File: config.mk
export PLATFORM = sky130hd
export DESIGN_NAME = prog_clock_divider
export DESIGN_NICKNAME = d
export VERILOG_FILES = /design/src/rtl/clkdiv_pkg.sv /design/src/rtl/prog_clock_divider.sv
export SDC_FILE = /design/constraint.sdc
export NUM_CORES = 1
export LEC_CHECK = 0
export CAP_MARGIN = 10
export CORE_AREA = 5 5 142 144
export CTS_BUF_LIST = sky130_fd_sc_hd__clkbuf_4 sky130_fd_sc_hd__clkbuf_8
export CTS_CLUSTER_SIZE = 25
export DETAILED_ROUTE_END_ITERATION = 10
export DIE_AREA = 0 0 147 149
export PLACE_DENSITY_LB_ADDON = 0.25
export SYNTH_ARGS = -nofsm -noshare
export SYNTH_HDL_FRONTEND = slang
export SYNTH_SLANG_ARGS = --single-unit
File: constraint.sdc
create_clock -name CLK_IN -period 6.26 [get_ports CLK_IN]
set_input_delay 0.626 -clock CLK_IN [delete_from_list [all_inputs] [get_ports CLK_IN]]
set_output_delay 0.626 -clock CLK_IN [all_outputs]
set_load 0.02 [all_outputs]
File: src/rtl/clkdiv_pkg.sv
// Shared constants for the programmable clock divider: parameter defaults
// and the output-mode encoding.
package clkdiv_pkg;

  localparam int CLKDIV_CNT_W_DEF     = 24;
  localparam int CLKDIV_DIV_RESET_DEF = 5_000_000;

  localparam logic MODE_TOGGLE = 1'b0;
  localparam logic MODE_PULSE  = 1'b1;

endpackage : clkdiv_pkg

File: src/rtl/prog_clock_divider.sv
// Programmable clock divider: toggle or pulse output, with divisor reloads
// deferred to the period boundary so a running period is never cut short.
module prog_clock_divider
  import clkdiv_pkg::*;
#(
  parameter int CNT_W      = CLKDIV_CNT_W_DEF,
  parameter int DIV_RESET  = CLKDIV_DIV_RESET_DEF,
  parameter int MODE_RESET = 0
) (
  input  logic             CLK_IN,
  input  logic             RST,
  input  logic             EN,
  input  logic [CNT_W-1:0] DIV_IN,
  input  logic             DIV_LD,
  input  logic             MODE,
  output logic             CLK_OUT,
  output logic             TICK,
  output logic [CNT_W-1:0] DIV_CUR,
  output logic             PENDING
);

  // A zero divisor is meaningless, so it is clamped to 1.
  function automatic logic [CNT_W-1:0] clamp_div(input logic [CNT_W-1:0] d);
    return (d == '0) ? CNT_W'(1) : d;
  endfunction

  localparam logic [CNT_W-1:0] DIV_RST_V  = clamp_div(CNT_W'(DIV_RESET));
  localparam logic             MODE_RST_V = (MODE_RESET != 0) ? MODE_PULSE : MODE_TOGGLE;

  logic [CNT_W-1:0] cnt_q, cnt_d;
  logic [CNT_W-1:0] div_cur_q, div_cur_d;
  logic [CNT_W-1:0] pend_div_q, pend_div_d;
  logic             pending_q, pending_d;
  logic             clk_out_q, clk_out_d;
  logic             tick_q, tick_d;
  logic             mode_q, mode_d;
  logic             term;
  logic [CNT_W-1:0] ld_val;

  assign ld_val = clamp_div(DIV_IN);
  assign term   = EN && (cnt_q == div_cur_q - CNT_W'(1));

  always_comb begin
    cnt_d      = cnt_q;
    div_cur_d  = div_cur_q;
    pend_div_d = pend_div_q;
    pending_d  = pending_q;
    mode_d     = mode_q;
    tick_d     = 1'b0;
    clk_out_d  = clk_out_q;

    if (!EN) begin
      // Idle: mode may change freely and a load takes effect immediately.
      mode_d = MODE;
      if (DIV_LD) begin
        div_cur_d = ld_val;
        cnt_d     = '0;
        pending_d = 1'b0;
      end
    end else if (term) begin
      cnt_d  = '0;
      tick_d = 1'b1;
      mode_d = MODE;
      if (DIV_LD) begin
        div_cur_d = ld_val;
        pending_d = 1'b0;
      end else if (pending_q) begin
        div_cur_d = pend_div_q;
        pending_d = 1'b0;
      end
    end else begin
      cnt_d = cnt_q + CNT_W'(1);
      if (DIV_LD) begin
        pend_div_d = ld_val;
        pending_d  = 1'b1;
      end
    end

    // Pulse mode mirrors the tick; entering toggle mode restarts from low.
    if (mode_d == MODE_PULSE) begin
      clk_out_d = tick_d;
    end else if (mode_q == MODE_PULSE) begin
      clk_out_d = 1'b0;
    end else if (term) begin
      clk_out_d = ~clk_out_q;
    end
  end

  always_ff @(posedge CLK_IN) begin
    if (RST) begin
      cnt_q     <= '0;
      div_cur_q <= DIV_RST_V;
      pending_q <= 1'b0;
      mode_q    <= MODE_RST_V;
      tick_q    <= 1'b0;
      clk_out_q <= 1'b0;
    end else begin
      cnt_q     <= cnt_d;
      div_cur_q <= div_cur_d;
      pending_q <= pending_d;
      mode_q    <= mode_d;
      tick_q    <= tick_d;
      clk_out_q <= clk_out_d;
    end
  end

  // The stored divisor is only consumed while pending is set.
  always_ff @(posedge CLK_IN) begin
    pend_div_q <= pend_div_d;
  end

  assign CLK_OUT = clk_out_q;
  assign TICK    = tick_q;
  assign DIV_CUR = div_cur_q;
  assign PENDING = pending_q;

endmodule : prog_clock_divider

==> flow_metrics.tcl, run 1 <==
set metrics [dict create \
    synth_top_area_cell "dfxtp_1" \
    cts_root_buf "clkbuf_8" \
    rsz0062_at_grt "no" \
    relSlewSlack 0.2640 \
    worstSetupStartpointType "flop" \
    fp.dieH_um 149 \
    hold_path_class "flop to flop" \
    grt_pass1_vias 3723 \
    grt_use_total 0.1151 \
    clock_latency_ns 0.37 \
    yosysMostFrequentCell "dfxtp_1" \
    outcome "finished clean" \
    worst_pin_slew_ns 1.104 \
    synth-async-reset-ratio 0 \
    postCtsSetupBuffers 0 \
    p_leak_nw 1.623 \
    drt_iter0_drc 234 \
    vias 3701 \
    power_mw 1.103 \
    dp_hpwl_mm 9.187 \
    ys_ff_latch 76 \
    synth_top_area_frac 0.2273 \
    die_area_um2 21900 \
    drv_slew 0 \
    syn-num-nets 510 \
    fillCellCount 1917 \
    finalClockSkew_ns 0.01050 \
    multi_input_area_um2 2439 \
    drt-wirelength-per-cell_um 16.98 \
    crit_type "flop to flop" \
    drv_cap 0 \
    ant_nets 0 \
    syn2layout_area_growth_pct 15.57 \
    synth.cell_area_um2 4581 \
    syn_avg_cell_area_um2 9.563 \
    stdcell_count 733 \
    io_buffers 55 \
    num_rows 50 \
    final_hold_viol_count 0 \
    gr-total-overflow 0 \
    viasPerCell 5.049 \
    end_kind "flop" \
    timing.fmax_ghz 0.2472 \
    cts_tree "yes" \
    grt_pass1_wl_mm 20.24 \
    drive_gt1_frac 0.1202 \
    cts_buffers 9 \
    final_nets 525 \
    synth_edf_count 24 \
    ir_worst_vdd_uv 116.4 \
    register_area_um2 1762 \
    p_per_area_nw_per_um2 208.4 \
    seq_area_frac_synth 0.3846 \
    antenna_cells 0 \
    dpl.cell_count 717 \
    fin_tns_setup_ns 0 \
    grt_max_degree 48 \
    drc_errors 0 \
    antenna_found_initial 0 \
    yosys_warnings 0 \
    arrival_ns 4.03 \
    netlist_top_cells_count "52 x dfxtp_1, 33 x clkbuf_1, 30 x a21oi_1" \
    cts.hold.buffers_added 0 \
    dr.pass1.iters 4 \
    fin_crit_ns 4.046 \
    cts_resized 0 \
    fp.dieW_um 147 \
    clock_path_buffers 2 \
    required_ns 6.25 \
    core_area_um2 18580 \
    crit_fanout 24 \
    start_util 0.2465 \
    cts_max_level 3 \
    timing.final.crit_share 0.6462 \
    routed_wl_mm 12.45 \
    postSynthCellCount 479 \
    cts.sinks 76 \
    synthFlopType "dfxtp_1" \
    final-setup-viol-count 0 \
    yosysUniqueCellTypes 70 \
    ios 56 \
    synthTopCellsByArea "dfxtp_1 23%, edfxtp_1 16%, mux2i_1 5.5%, a311oi_2 4.9%, xnor2_1 4.4%" \
    gp_congestion 0.8206 \
    cts.clk_slew.worst_paths_ns 0.09 \
]
## sequential cells by signal, indices dropped and copies added, names as in the netlist
register,count
pend_div_q,24
PENDING,1
CLK_OUT,1
TICK,1
mode_q,1
cnt_q,24
DIV_CUR,24
## worst max-delay path, stage by stage, from the launching register on
cell	delay, ns
dfxtp_1	0.37
inv_1	0.10
ha_1	0.39
nor4b_1	0.53
nand4_1	0.24
o21ai_0	0.20
o21ai_0	0.21
and4_2	0.26
a31oi_1	0.42
and2_1	0.94
## metal layers
metal | GRT usage | wire length, um | vias to the layer above | part of all wire
met1 | 0.1533 | 5937 | 1778 | 0.48
met3 | 0.02644 | 490 | 14 | 0.039
met2 | 0.1839 | 5809 | 90 | 0.47
li1 | - | - | 1819 | -
met4 | 0.04007 | 213 | 0 | 0.017
met5 | 0 | 0 | - | 0
## power by group
group / internal, mW / switching [mW] / total, mW
clock: 0.148 / 0.195 / 0.343
sequential: 0.532 / 0.0288 / 0.561
combinational: 0.0874 / 0.112 / 0.199
## final cells by class
| type | count | share of cell area |
|---|---|---|
| inverter | 11 | 0.007800 |
| tap | 234 | 0.05531 |
| sequential | 76 | 0.3328 |
| clock inverter | 6 | 0.007563 |
| timing repair buffer | 60 | 0.1111 |
| multi-input combinational | 336 | 0.4606 |
| clock buffer | 10 | 0.02482 |
## cell families after synthesis
kind of cell | synth area share
AO/OA/AOI/OAI | 0.2232
multiplexers | 0.05709
AND/OR/NAND/NOR | 0.1789
flip-flops | 0.3846
XOR/XNOR | 0.06501
buffers and inverters | 0.08577
adder cells (fa/ha/maj) | 0.005462
## per-stage QoR
| step | hold slack [ns] | cell area (um2) | util | worst slack (ns) |
|---|---|---|---|---|
| floorplan | 0.4452 | 4581 | - | 2.689 |
| global placement | 0.4648 | 5122 | 0.2757 | 2.326 |
| detailed placement | 0.4704 | 5122 | 0.2757 | 2.178 |
| CTS | 0.4824 | 5294 | 0.2849 | 2.132 |
| global route | 0.5376 | 5294 | 0.2849 | 1.898 |
| finish | 0.4814 | 5294 | 0.2849 | 2.215 |
## cells in the final DEF (no fill, tap or decap), drive strengths merged, types with 21 or more instances in the layout
cell and count:
clkdlybuf4s50 55, dfxtp 52, a21oi 30, nand2 27
mux2i 25, nor2 25, edfxtp 24, xnor2 23
o21ai 22, nand3 21
## final timing paths
kind / cells past startpoint / slack, ns / endpoint / from
max: 9 / 2.21 / pend_div_q[12] / DIV_CUR[0]
min: 2 / 0.48 / mode_q / mode_q
max reg2reg: 9 / 2.21 / pend_div_q[12] / DIV_CUR[0]
min reg2reg: 2 / 0.48 / mode_q / mode_q
Power figures use the tool's default switching activity.
==> run 2: changes to the inputs <==
- clock period: 6.26 -> 3.4 ns (I/O delays scaled with it)
==> run 2 against run 1 <==
  * Sequential power grew 82%
  * Largest power group unchanged
  * Non-clock buffer count rose by 28
  * Clock-buffer cell count fell by 1
  * Flip-flop and latch count unchanged
  * Worst setup slack got worse by 2.1 ns
  * Die area unchanged
  * Total power is 92% higher
  * Utilization rose by 1.6 points
  * Largest cell class unchanged
  * Critical path depth is 1 higher
==> flow_metrics.tcl, run 2 (same netlist as run 1, synthesis figures left out) <==
set metrics [dict create \
    gr-total-overflow 0 \
    hold_path_class "flop to flop" \
    cts_max_level 3 \
    clock_path_buffers 2 \
    switching_power_mw 0.6714 \
    p_leak_nw 1.804 \
    switching_share 0.3162 \
    syn2layout_area_growth_pct 22.04 \
    grt_pass1_vias 3805 \
    reg2reg_from "DIV_CUR[0]" \
    intPower_mw 1.452 \
    relSlewSlack 0.5462 \
    dp_hpwl_mm 9.234 \
    cts.hold.buffers_added 0 \
    ir_worst_vdd_uv 166.9 \
    fin_tns_setup_ns 0 \
    hold_end "mode_q" \
    drt_iter0_drc 163 \
    grt_max_degree 48 \
    grt_pass1_wl_mm 20.20 \
    fin_util 0.3009 \
    timing.final.crit_share 0.9573 \
    final_cell_mix "55 x clkdlybuf4s50_1, 52 x dfxtp_1, 30 x a21oi_1" \
    r2r_slack_ns 0.15 \
    grt_use_total 0.1141 \
    outcome "finished clean" \
    end_kind "flop" \
    drc_errors 0 \
    min_from "mode_q" \
    power_mw 2.123 \
    clkPwrFrac 0.319 \
    cts.clk_slew.worst_paths_ns 0.09 \
    ant_nets 0 \
    p_per_area_nw_per_um2 379.8 \
    antenna_found_initial 0 \
    clock_latency_ns 0.36 \
    final_hold_viol_count 0 \
    regToRegEndpoint "DIV_CUR[17]" \
    finalClockSkew_ns 0.01208 \
    p_comb_frac 0.202 \
    crit_type "flop to flop" \
    final_nets 553 \
    gp_congestion 0.8782 \
    r2r_cells 10 \
    final-setup-viol-count 0 \
    die_area_um2 21900 \
    worstSetupStartpointType "flop" \
    ios 56 \
    cts_root_buf "clkbuf_8" \
    worst_pin_slew_ns 0.6800 \
    timing.fmax_ghz 0.3072 \
    crit_fanout 12 \
    post-place-ws_ns 0.06921 \
    antenna_cells 0 \
    cts_buffers 9 \
    fp.dieW_um 147 \
    core_area_um2 18580 \
    num_rows 50 \
    arrival_ns 3.54 \
    viasPerCell 5.041 \
    seq_power_share 0.479 \
    fp.dieH_um 149 \
    finalWorstSetupSlack_ns 0.1452 \
    drv_cap 0 \
    cts_tree "yes" \
    drt-wirelength-per-cell_um 16.73 \
    drv_slew 0 \
    cts.sinks 76 \
    vias 3836 \
    fillCellCount 1887 \
    rsz0062_at_grt "no" \
    dr.pass1.iters 5 \
    fin_crit_ns 3.255 \
    drive_gt1_frac 0.1765 \
    whs_ns 0.4823 \
    min_path_cells 2 \
    required_ns 3.68 \
    start_util 0.2465 \
    final_common_cell "clkdlybuf4s50_1" \
    io_buffers 55 \
    routed_wl_mm 12.74 \
]
==> run 2: cell count changes in the layout (fill, tap and decap cells not counted), sizes merged <==
cell / previous run / this run
clkbuf: 10 / 11
inv: 12 / 15
clkinv: 3 / 2
clkinvlp: 2 / 1
buf: 5 / 31
==> run 2: cell type report <==
| type | instances | area, um2 | share of cell area |
|---|---|---|---|
| Tap cell | 234 | 292.8 | 0.05237 |
| Sequential cell | 76 | 1762 | 0.3151 |
| Multi-Input combinational cell | 336 | 2454 | 0.4389 |
| Clock inverter | 7 | 58.81 | 0.01052 |
| Clock buffer | 9 | 123.9 | 0.02216 |
| Inverter | 11 | 41.29 | 0.007386 |
| Timing Repair Buffer | 88 | 858.3 | 0.1535 |
==> run 2: worst max path at each step <==
stage,startpoint,to,slack [ns],depth (start not counted)
6_report,DIV_CUR[0],DIV_CUR[17],0.15,10
5_1_grt,DIV_CUR[0],DIV_CUR[10],0.04,11
4_1_cts,DIV_CUR[0],DIV_CUR[10],0.02,9
3_5_place_dp,DIV_CUR[0],DIV_CUR[10],0.07,9
3_3_place_gp,DIV_CUR[0],DIV_CUR[23],0.16,9
2_1_floorplan,DIV_CUR[3],pend_div_q[0],0.07,9
==> run 2: power groups by stage <==
stage | combinational [mW] | sequential [mW] | clock (mW)
CTS | 0.421 | 1.02 | 0.698
global route | 0.466 | 1.02 | 0.735
global placement | 0.412 | 1.04 | 0
finish | 0.429 | 1.02 | 0.677
detailed placement | 0.419 | 1.04 | 0
floorplan | 0.240 | 1.06 | 0
==> run 2: routing by layer <==
layer / vias up / global-route usage / wire length [um] / share of wire
li1: 1869 / - / - / -
met1: 1857 / 0.1471 / 5744 / 0.45
met2: 95 / 0.1936 / 6247 / 0.49
met3: 15 / 0.02097 / 526 / 0.041
met4: 0 / 0.03681 / 216 / 0.017
met5: - / 0 / 0 / 0
==> run 2: metrics by stage <==
| step | instances | cell area, um2 |
|---|---|---|
| final | 761 | 5590 |
| after CTS | 756 | 5504 |
| after global routing | 761 | 5590 |
| after floorplan | 479 | 4582 |
| after global placement | 740 | 5321 |
| after detailed placement | 740 | 5321 |
==> run 2: repair_timing <==
action	CTS	global route
setup buffers	0	3
setup endpoints to repair	0	25
resized for setup	0	2
==> run 2: critical path, stage by stage (launching register included) <==
cell	delay, ns
dfxtp_1	0.32
or4_2	0.71
or4_4	0.45
a211o_1	0.29
a211oi_2	0.32
nand4_2	0.21
o31ai_4	0.24
buf_4	0.18
clkbuf_16	0.16
a21oi_1	0.08
a311oi_2	0.24
==> run 3: changes to the inputs <==
- clock period: 3.4 -> 4.05 ns (I/O delays scaled with it)
==> run 3 against run 2 <==
  * Critical path depth is 1 lower
  * Clock skew shrank 0.0038 ns
  * Sequential share of layout area grew 1.0 points
  * Final cell count shrank 2.6%
  * Worst setup slack better by 0.40 ns
  * Die area stayed put
  * Utilization is 0.93 points lower
  * Critical endpoint is now DIV_CUR[1]
==> flow_metrics.tcl, run 3 (same netlist as run 1, synthesis figures left out) <==
set metrics [dict create \
    outcome "finished clean" \
    dr.pass1.iters 4 \
    hold_path_class "flop to flop" \
    dp_hpwl_mm 9.065 \
    cts_buffers 9 \
    viasPerCell 4.978 \
    gr-total-overflow 0 \
    drv_cap 0 \
    place_area_um2 5207 \
    antenna_cells 0 \
    drt_iter0_drc 154 \
    ir_worst_vdd_uv 209.2 \
    vias 3689 \
    worstSetupStartpointType "flop" \
    final_common_cell "clkdlybuf4s50_1" \
    cts_tree "yes" \
    cts.clk_slew.worst_paths_ns 0.09 \
    ant_nets 0 \
    crit_fanout 47 \
    final_area_um2 5418 \
    drt-wirelength-per-cell_um 16.41 \
    required_ns 4.34 \
    crit_type "flop to flop" \
    final-setup-viol-count 0 \
    arrival_ns 3.80 \
    fp.dieH_um 149 \
    end_kind "flop" \
    p_per_area_nw_per_um2 333.2 \
    fin_crit_ns 3.507 \
    worst_pin_slew_ns 0.6428 \
    cts_max_level 3 \
    antenna_found_initial 0 \
    start_util 0.2465 \
    grt_max_degree 48 \
    rsz0062_at_grt "no" \
    critical_path.slowest_cell "or4_1" \
    drc_errors 0 \
    final_hold_viol_count 0 \
    fp.dieW_um 147 \
    cts_root_buf "clkbuf_8" \
    io_buffers 55 \
    clock_path_buffers 2 \
    grt_pass1_wl_mm 19.55 \
    grt_use_total 0.1118 \
    finalClockSkew_ns 0.008311 \
    crit_chain "or4_1 -> or4_4 -> a211o_1 -> a211oi_2 -> nand4_2 -> o31ai_4 -> buf_12 -> a21oi_1 -> a311oi_2" \
    fin_tns_setup_ns 0 \
    ios 56 \
    p_leak_nw 1.693 \
    cts.sinks 76 \
    relSlewSlack 0.5659 \
    routed_wl_mm 12.16 \
    r2r_slack_ns 0.54 \
    die_area_um2 21900 \
    timing.final.crit_share 0.8660 \
    postCtsSetupBuffers 0 \
    final_cell_mix "55 x clkdlybuf4s50_1, 52 x dfxtp_1, 30 x a21oi_1" \
    num_rows 50 \
    drv_slew 0 \
    clock_latency_ns 0.37 \
    cts_resized 0 \
    core_area_um2 18580 \
    gp_congestion 0.8442 \
    cts.hold.buffers_added 0 \
    syn2layout_area_growth_pct 18.27 \
    grt_pass1_vias 3723 \
    drive_gt1_frac 0.1381 \
    slowest_delay_ns 0.68 \
    final_nets 533 \
    timing.fmax_ghz 0.2851 \
]
run 3: cell types whose count changed in the layout (fill, tap and decap cells not counted), sizes merged:
cell	previous run	this run
buf	31	13
bufinv	0	1
clkbuf	11	10
clkinv	2	3
inv	15	12
run 3: critical path, delay by kind of cell, from the launching register on:
kind	cells	cell delay (ns)
AOI/OAI and AO/OA	5	1.28
DFF	1	0.42
and+or+nand+nor	3	1.41
buffers and inverters	1	0.29
run 3: report_power, final:
part	total (mW)	internal (mW)	switching [mW]	leakage, nW
Sequential	0.867	0.822	0.0455	0.649
Combinational	0.318	0.144	0.174	0.940
Clock	0.620	0.307	0.314	0.103
Total	1.81	1.27	0.533	1.69
run 3: metal layers:
layer | part of all wire | global-route usage
met4 | 0.028 | 0.05405
met2 | 0.47 | 0.1860
met1 | 0.47 | 0.1405
met3 | 0.033 | 0.01975
met5 | 0 | 0
run 3: path summary, 6_finish.rpt:
| kind | startpoint | endpoint | cells after the start |
|---|---|---|---|
| worst max-delay path | DIV_CUR[3] | DIV_CUR[1] | 9 |
| worst min-delay path | mode_q | mode_q | 2 |
| worst max register to register | DIV_CUR[3] | DIV_CUR[1] | 9 |
| worst min register to register | mode_q | mode_q | 2 |
run 3: cell type report:
type | count | area [um2]
Tap cell | 234 | 292.8
Sequential cell | 76 | 1762
Timing Repair Buffer | 68 | 673.1
Inverter | 11 | 41.29
Clock inverter | 6 | 72.57
Clock buffer | 10 | 137.6
Fill cell | 1901 | 13160
Multi-Input combinational cell | 336 | 2439
run 3: stage by stage:
stage	instances	hold WS (ns)	setup WS, ns	total power [mW]	util
2_1_floorplan	479	0.4452	0.4788	1.089	-
3_3_place_gp	725	0.4563	0.6674	1.197	0.2803
3_5_place_dp	725	0.4613	0.5517	1.205	0.2803
4_1_cts	741	0.4723	0.5207	1.834	0.2916
5_1_grt	741	0.4977	0.2922	1.889	0.2916
6_report	741	0.4689	0.5427	1.805	0.2916
